--- src/rtl/if_prefetch_buf.sv ---
// -----------------------------------------------------------------------------
// if_prefetch_buf
//   Instruction-fetch front end. Owns the fetch PC, issues one request at a
//   time to a variable-latency instruction memory, and buffers the returned
//   words in a small FIFO that feeds the IF/ID register over valid/ready.
//   A branch redirect flushes the FIFO and restarts fetching at redirect_pc;
//   a request already in flight at that moment is drained and its data dropped.
//
// Ports
//   clk, rst            clock, synchronous active-high reset
//   redirect/_pc        flush and refetch from redirect_pc
//   halt                stop issuing new fetches (sticky until rst)
//   im_req/im_addr      memory request, held until im_ack
//   im_ack/im_rdata     memory response
//   if_valid/if_instr/if_pc_next/if_ready   FIFO head handshake to IF/ID
//   fetch_pc            address of the next/current request
//   full, empty         FIFO occupancy flags
// -----------------------------------------------------------------------------
module if_prefetch_buf #(
  parameter int unsigned DEPTH    = 4,
  parameter logic [15:0] INCR     = 16'd1,
  parameter logic [15:0] RESET_PC = 16'h0000
) (
  input  logic        clk,
  input  logic        rst,
  input  logic        redirect,
  input  logic [15:0] redirect_pc,
  input  logic        halt,
  output logic        im_req,
  output logic [15:0] im_addr,
  input  logic        im_ack,
  input  logic [15:0] im_rdata,
  output logic        if_valid,
  output logic [15:0] if_instr,
  output logic [15:0] if_pc_next,
  input  logic        if_ready,
  output logic [15:0] fetch_pc,
  output logic        full,
  output logic        empty
);

  localparam int unsigned   AW      = (DEPTH > 1) ? $clog2(DEPTH) : 1;
  localparam int unsigned   CW      = AW + 1;
  localparam logic [CW-1:0] DEPTH_C = CW'(DEPTH);

  typedef enum logic [1:0] {
    ST_IDLE  = 2'd0,
    ST_WAIT  = 2'd1,
    ST_DRAIN = 2'd2
  } state_e;

  state_e        state_q, state_d;
  logic [15:0]   fetch_pc_q, fetch_pc_d;
  logic [15:0]   drain_addr_q, drain_addr_d;
  logic          halted_q, halted_d;
  logic [CW-1:0] count_q, count_d;
  logic [AW-1:0] rd_ptr_q, rd_ptr_d;
  logic [AW-1:0] wr_ptr_q, wr_ptr_d;
  logic          push_s, pop_s, issue_s;

  logic [15:0]   mem_instr_q [DEPTH];
  logic [15:0]   mem_pcn_q   [DEPTH];

  // Next-state, FIFO bookkeeping and fetch PC update.
  always_comb begin
    state_d      = state_q;
    fetch_pc_d   = fetch_pc_q;
    drain_addr_d = drain_addr_q;
    halted_d     = halted_q | halt;
    count_d      = count_q;
    rd_ptr_d     = rd_ptr_q;
    wr_ptr_d     = wr_ptr_q;
    push_s       = 1'b0;
    pop_s        = 1'b0;
    issue_s      = 1'b0;

    if (redirect) begin
      // Redirect wins over push/pop: the whole FIFO is discarded.
      count_d    = '0;
      rd_ptr_d   = '0;
      wr_ptr_d   = '0;
      fetch_pc_d = redirect_pc;
      issue_s    = !halted_q;
      case (state_q)
        ST_IDLE: state_d = issue_s ? ST_WAIT : ST_IDLE;
        ST_WAIT: begin
          if (im_ack) begin
            state_d = issue_s ? ST_WAIT : ST_IDLE;
          end else begin
            // Keep the abandoned address on the bus until memory answers.
            state_d      = ST_DRAIN;
            drain_addr_d = fetch_pc_q;
          end
        end
        ST_DRAIN: begin
          if (im_ack) begin
            state_d = issue_s ? ST_WAIT : ST_IDLE;
          end else begin
            state_d = ST_DRAIN;
          end
        end
        default: state_d = ST_IDLE;
      endcase
    end else begin
      pop_s   = (count_q != '0) && if_ready;
      push_s  = (state_q == ST_WAIT) && im_ack;
      count_d = count_q + CW'(push_s) - CW'(pop_s);
      if (push_s) begin
        wr_ptr_d   = wr_ptr_q + AW'(1);
        fetch_pc_d = fetch_pc_q + INCR;
      end else begin
        wr_ptr_d   = wr_ptr_q;
      end
      if (pop_s) begin
        rd_ptr_d = rd_ptr_q + AW'(1);
      end else begin
        rd_ptr_d = rd_ptr_q;
      end
      // Counting against count_d reserves a slot for the outstanding word.
      issue_s = (count_d < DEPTH_C) && !halted_q;
      case (state_q)
        ST_IDLE: state_d = issue_s ? ST_WAIT : ST_IDLE;
        ST_WAIT: begin
          if (im_ack) begin
            state_d = issue_s ? ST_WAIT : ST_IDLE;
          end else begin
            state_d = ST_WAIT;
          end
        end
        ST_DRAIN: begin
          if (im_ack) begin
            state_d = halted_q ? ST_IDLE : ST_WAIT;
          end else begin
            state_d = ST_DRAIN;
          end
        end
        default: state_d = ST_IDLE;
      endcase
    end
  end

  // Control and pointer registers.
  always_ff @(posedge clk) begin
    if (rst) begin
      state_q      <= ST_IDLE;
      fetch_pc_q   <= RESET_PC;
      drain_addr_q <= 16'h0000;
      halted_q     <= 1'b0;
      count_q      <= '0;
      rd_ptr_q     <= '0;
      wr_ptr_q     <= '0;
    end else begin
      state_q      <= state_d;
      fetch_pc_q   <= fetch_pc_d;
      drain_addr_q <= drain_addr_d;
      halted_q     <= halted_d;
      count_q      <= count_d;
      rd_ptr_q     <= rd_ptr_d;
      wr_ptr_q     <= wr_ptr_d;
    end
  end

  // FIFO storage; only the pointers/count need reset.
  always_ff @(posedge clk) begin
    if (!rst && push_s) begin
      mem_instr_q[wr_ptr_q] <= im_rdata;
      mem_pcn_q[wr_ptr_q]   <= fetch_pc_q + INCR;
    end
  end

  assign im_req     = (state_q != ST_IDLE);
  assign im_addr    = (state_q == ST_DRAIN) ? drain_addr_q : fetch_pc_q;
  assign if_valid   = (count_q != '0);
  assign if_instr   = if_valid ? mem_instr_q[rd_ptr_q] : 16'h0000;
  assign if_pc_next = if_valid ? mem_pcn_q[rd_ptr_q]   : 16'h0000;
  assign fetch_pc   = fetch_pc_q;
  assign full       = (count_q == DEPTH_C);
  assign empty      = (count_q == '0);

endmodule
--- config.mk ---
export PLATFORM = sky130hd
export DESIGN_NAME = if_prefetch_buf
export DESIGN_NICKNAME = d
export VERILOG_FILES = /design/src/rtl/if_prefetch_buf.sv
export SDC_FILE = /design/constraint.sdc
export NUM_CORES = 1
export LEC_CHECK = 0
export ABC_AREA = 1
export CELL_PAD_IN_SITES_DETAIL_PLACEMENT = 1
export CELL_PAD_IN_SITES_GLOBAL_PLACEMENT = 1
export CORE_ASPECT_RATIO = 1.1
export CORE_UTILIZATION = 53
export DETAILED_ROUTE_END_ITERATION = 8
export DONT_BUFFER_PORTS = 1
export PLACE_DENSITY_LB_ADDON = 0.2
export SLEW_MARGIN = 20
export SYNTH_ARGS = -nofsm -noshare
export SYNTH_HDL_FRONTEND = slang
export SYNTH_SLANG_ARGS = --single-unit
--- constraint.sdc ---
create_clock -name clk -period 4.45 [get_ports clk]
set_clock_uncertainty 0.1 [all_clocks]
set_input_delay 0.445 -clock clk [delete_from_list [all_inputs] [get_ports clk]]
set_output_delay 0.445 -clock clk [all_outputs]
set_load 0.02 [all_outputs]
==> impl_results.md, run 1 <==
* Status: finished clean
* Met1 usage at 31.6%
* Nets@finish at 816
* Fin crit period at around 2.9 ns
* Post-synth cell types at 33
* Reg2reg setup slack at 1.57 ns
* Worst Path Arrival at 3.10 ns
* Post-synthesis compound-gate area fraction at 12.2%
* Top Usage Layer GRT: met2
* WHS Path Cells at 2
* Worst Hold Launch: halt
* Vias at 5,411
* Fin util at 60.6%
* Syn_nets at 813
* DR iter-0 viols at 272
* Final wirelength at 19,300 um
* Critical path class: reg -> reg
* Post-Syn Area per Cell at 9.81 um2
* Worst flop-to-flop path startpoint: count_q[0]
* Sum of negative setup slack at 0 ns
* Max Clk Rate at 347 MHz
* Netlist Area Pre-Place at 7490 um2
* Hold EP: halted_q
* Detailed Routing Iterations Pass 1 at 5
* FP Rows at 45
* Synth top area cells: edfxtp_1 (51%), dfxtp_1 (12%), nor2_1 (7.5%)
* Initial core utilization at 54.3%
* Largest area contributor in the netlist: edfxtp_1
* Antenna viol nets, final at 0
* GR Util All Layers at 28.0%
* Largest net degree at the start of global routing at 65
* Clk_lat worst skew at between 0.4 and 0.5 ns
* Required time of the critical path at 4.67 ns
* Async S/R FF share, synth at 0%
* DR WL/cell at 20.0 um
* Mux cell area share after synthesis at 0%
* Fin. Hold Viols at 0
* Maximum VDD drop at 231 uV
* Clock-pin slew on the worst setup and hold paths at 0.06 ns
* Root Buffer: clkbuf_16
* Relative slew slack at roughly 29%
* Most common cell in the synthesized netlist: nor2_1
* Clk sinks at 172
* Post-synthesis simple-gate area fraction at between 15 and 20%
* TritonCTS Buffers at 17
* GR Layer Usage met3 at 6.78%
* Post-synth EDFFs at ~130
* Post-CTS Resized at 0
* # IOs at between 100 and 150
* FF-to-FF End: state_q[0]
* IO buf count at 0
* Post-synthesis sequential area ratio at 63.1%
* #FFs+latches synth at about 170
* P_leak at about 0.003 uW
* Commonest cells post-synth: nor2_1 (150), edfxtp_1 (128), o21ai_0 (110)
* Initial antenna violation count at 0
* Met2 Usage GRT at 49.8%
* Die Width at 115 um
* Fillers at 1,501
* Post-DP HPWL at 12,300 um
* Final Slew Violations at 0
* Vias per cell at 5.60
* Dominant synthesized flop cell: edfxtp_1
* Max_cap viols at 0
* Synthesized instance count at 763
* Critical Path Fanout Max at 36
* Worst Setup SP: count_q[0]
* Reg2Reg Depth at 13
* Die Area at 14,600 um2
* Die Y at 127 um
* CORE AREA at 13,800 um2
* Worst Max-Slew Pin Slew at 1.06 ns
* Combinational family with the most area after synthesis: simple AND/OR/NAND/NOR gates
* Post-synthesis adder-cell area fraction at 2.11%
* Worst hold path class: in -> reg
* Setup violators final at 0
* Grt ovf at 0
* Unrepaired setup endpoints after global routing: no
* Pwr/cell area at about 420 nW/um2
* Global-route wire length before repair at 30,100 um
* Setup crit end kind: flip-flop
* Clock tree buffer depth at 2
* Post-CTS Setup Inserts at 0
* ANT cells at 0
* Layout cells sized above 1 at 6.30%
* Share of the synthesized area in the top cell type at about half
* Final Cycle Share at ~65%
* DRC errors left at 0
* Startpoint Class: flip-flop
* RD Place Congestion at 0.795
* # H-tree levels at 4
* Vias in the first global route at 5,782
* Area Overhead vs Synth at 11.6%
* Warnings, synthesis at 0
* TritonCTS clock tree: done
* Xor/xnor cell area share of the yosys netlist at 0.919%
final cells by class:
class	instances	area, um2	area share (%)
clock inverters	8	119	1.42
repair buffers	21	200	2.40
multi-input cells	483	2360	28.3
inverters	71	268	3.20
well taps	188	235	2.81
flip-flops and latches	172	4730	56.5
clock buffers	23	448	5.36
what timing repair did:
item / 4_1_cts / 5_1_grt
hold buffers: 17 / 0
setup endpoints to repair: 0 / 0
endpoints found under the hold margin: 75 / 0
worst max-delay path, cell delays in order, from the launching register on:
cell     delay (ns)
dfxtp_1        0.35
nor3_4         0.18
buf_4          0.46
nor2_1         0.22
ha_1           0.34
inv_1          0.04
ha_1           0.18
fa_1           0.39
inv_1          0.08
nand3_1        0.14
nand3_1        0.12
nand2_1        0.06
nand2_1        0.06
a21oi_1        0.06
stage by stage:
stage,setup WS [ns],instance area [um2],power [uW],instances,hold WS (ns)
after floorplan,1.63,7490,2010,763,0.323
after global placement,1.65,7620,2050,918,0.332
after detailed placement,1.61,7620,2070,918,0.346
after CTS,1.25,8360,3530,966,0.0214
after global routing,1.37,8360,3600,966,0.0623
final,1.57,8360,3510,966,0.0338
logic make-up after synthesis:
kind of cell / Yosys count
compound gates: 181
xor+xnor: 7
fa+ha+maj: 12
buf+inv: 108
flops: 172
simple gates: 283
layout by cell type (no fill, tap or decap), types with 5 or more instances in the layout:
master,synthesis,layout
nand3_1,23,23
nor2_1,150,146
nor2_4,4,8
clkbuf_16,0,17
inv_1,68,67
a21oi_1,63,63
ha_1,11,10
xor2_1,5,5
nand2_1,88,88
o21ai_0,110,110
edfxtp_1,128,128
dfxtp_1,44,43
and2_1,5,5
dlygate4sd3_1,0,17
clkbuf_1,18,6
how the worst max path moves through the flow:
| stage | end | depth (start not counted) | slack [ns] |
|---|---|---|---|
| 2_1_floorplan | mem_instr_q[0][0] | 6 | 1.63 |
| 3_3_place_gp | if_pc_next[6] | 3 | 1.65 |
| 3_5_place_dp | state_q[0] | 13 | 1.61 |
| 4_1_cts | if_pc_next[0] | 5 | 1.25 |
| 5_1_grt | state_q[0] | 13 | 1.37 |
| 6_report | state_q[0] | 13 | 1.57 |
routing by layer:
layer,routed length (um),vias to the layer above
li1,-,2573
met1,7700,2660
met2,10200,149
met3,918,29
met4,523,0
met5,0,-
power breakdown:
part	internal, uW	leakage (uW)	total, uW	switching (uW)
logic	65.0	0.00117	264	199
clock network	875	0.000269	1450	576
registers	1750	0.00151	1790	41.1
total	2690	0.00295	3510	816
registers in the layout, indices dropped and copies added (netlist names), 2 cells and up, named ones only:
register / cells
mem_instr_q: 64
wr_ptr_q: 2
state_q: 2
rd_ptr_q: 2
drain_addr_q: 16
mem_pcn_q: 64
fetch_pc: 16
count_q: 3
Note: power is estimated with default switching activity, not from simulation.
==> inputs of run 2 (changes only) <==
- CORE_UTILIZATION: 53 -> 49
- clock period: 4.45 -> 2.8 ns (I/O delays scaled with it)
==> run 2 against run 1 <==
  * Critical path depth down 6
  * Sequential power increased by 59%
  * Highest routed layer unchanged
  * Combinational power up 91%
  * Sequential cell count unchanged
  * Power increased by 57%
  * Register-to-register slack worse by 1.2 ns
  * Non-clock buffer count is 57 higher
  * Utilization down 1.8 points
  * Final cell count up 6.8%
==> impl_results.md, run 2 (synthesized netlist as in run 1, its figures left out) <==
* Largest net degree at the start of global routing at 65
* Clk_lat worst skew at 0.43 ns
* Worst Setup SP: redirect
* CORE AREA at 15,000 um2
* Root Buffer: clkbuf_16
* Switching pwr at between 1000 and 1500 uW
* Fin crit period at ~2.6 ns
* Vias per cell at 5.46
* Maximum VDD drop at 414 uV
* Critical Path Fanout Max at 32
* P_leak at 0.00323 uW
* IO buf count at 0
* Layout cells sized above 1 at ~11%
* Worst hold path class: in -> reg
* Setup violators final at 0
* Vias in the first global route at roughly 6,200
* WHS Path Cells at 4
* Antenna viol nets, final at 0
* DRC errors left at 0
* TritonCTS clock tree: done
* Regs by FF count: mem_instr_q x64, mem_pcn_q x64
* DR iter-0 viols at 204
* Detailed Routing Iterations Pass 1 at 4
* Relative slew slack at 49.0%
* Worst flop-to-flop path startpoint: state_q[1]
* Worst Hold Launch: redirect_pc[11]
* Fin. Hold Viols at 0
* Status: finished clean
* Pwr/cell area at 626 nW/um2
* Clock-pin slew on the worst setup and hold paths at 0.06 ns
* Initial core utilization at 49.9%
* Reg2reg setup slack at 0.32 ns
* Sequential share of power at 51.6%
* Die Y at 132 um
* Setup crit end kind: flip-flop
* Gate power share at 9.2%
* Power Internal at 4190 uW
* Tot Pwr at 5520 uW
* Nets@finish at 873
* Max_cap viols at 0
* Critical path class: in -> reg
* TritonCTS Buffers at 17
* Clk sinks at 172
* RD Place Congestion at 0.800
* Worst Max-Slew Pin Slew at 0.756 ns
* Area Overhead vs Synth at 17.7%
* Clock tree buffer depth at 2
* Final Slew Violations at 0
* Final wirelength at approximately 19,000 um
* Most common cell after layout, fill and taps aside: nor2_1
* Sum of negative setup slack at 0 ns
* Post-CTS Setup Inserts at 0
* Startpoint Class: input port
* Initial antenna violation count at 0
* Sw Ratio at 24.1%
* Required time of the critical path at about 2.8 ns
* DR WL/cell at 18.6 um
* FP Rows at 47
* Worst hold margin at 0.0127 ns
* # H-tree levels at 4
* Max Clk Rate at 379 MHz
* Hold EP: fetch_pc[11]
* Fillers at 1,661
* Clock power share at 39.2%
* Worst Path Arrival at 2.61 ns
* Grt ovf at 0
* Die Width at between 100 and 150 um
* Post-DP HPWL at 12,100 um
* ANT cells at 0
* # IOs at 106
* Vias at 5,638
* GR Util All Layers at between 20% and 30%
* Reg2Reg Depth at 13
* FF-to-FF End: state_q[0]
* Die Area at around 16,000 um2
* Highest-count cells in the layout ignoring fill and taps: nor2_1 (146), edfxtp_1 (128), o21ai_0 (110)
* Final Cycle Share at 94.2%
* Global-route wire length before repair at 31,200 um
* Unrepaired setup endpoints after global routing: no
==> run 2: power groups by stage <==
stage          clock [uW]  combinational, uW  sequential, uW
2_1_floorplan           0                307            2890
3_3_place_gp            0                424            2900
3_5_place_dp            0                446            2900
4_1_cts              2200                507            2850
5_1_grt              2290                553            2850
6_report             2160                505            2850
==> run 2: metrics by stage <==
stage | setup WS (ns) | cells | instance area, um2 | util, %
after floorplan | -0.0239 | 763 | 7490 | -
after global placement | 0.560 | 967 | 7950 | 53.0
after detailed placement | 0.379 | 967 | 7950 | 53.0
after CTS | 0.160 | 1032 | 8810 | 58.7
after global routing | 0.0294 | 1032 | 8810 | 58.7
final | 0.162 | 1032 | 8810 | 58.7
==> run 2: final cells by class <==
cell class	count	area (um2)	area share (%)
flip-flops and latches	172	4730	53.6
multi-input cells	483	2360	26.8
repair buffers	78	681	7.73
clock buffers	23	458	5.20
inverters	71	267	3.03
well taps	196	245	2.78
clock inverters	9	73.8	0.838
==> run 2: repair_timing <==
action | CTS | global route
endpoints found under the hold margin | 87 | 0
endpoints found under the setup margin | 0 | 0
gates resized for setup | 0 | 0
hold buffers | 33 | 0
==> run 2: worst max path at each step <==
stage	to	slack [ns]	depth (start not counted)
5_1_grt	mem_instr_q[0][13]	0.03	7
3_5_place_dp	state_q[0]	0.38	13
2_1_floorplan	mem_instr_q[0][0]	-0.02	6
3_3_place_gp	state_q[0]	0.56	13
6_report	mem_instr_q[0][14]	0.16	7
4_1_cts	if_instr[2]	0.16	5
==> run 2: per-layer routing <==
metal	GRT usage (%)	vias up	part of all wire, %
li1	-	2679	-
met1	29.8	2771	41
met2	46.0	140	52
met3	5.08	48	3.7
met4	12.6	0	3.3
met5	0	-	0
==> run 2: worst max-delay path, cell delays in order <==
cell and delay, ns:
dlygate4sd3_1 0.79, nor2_1 0.33, inv_1 0.21, nor2_4 0.21
inv_1 0.22, nor2_4 0.12, buf_4 0.41
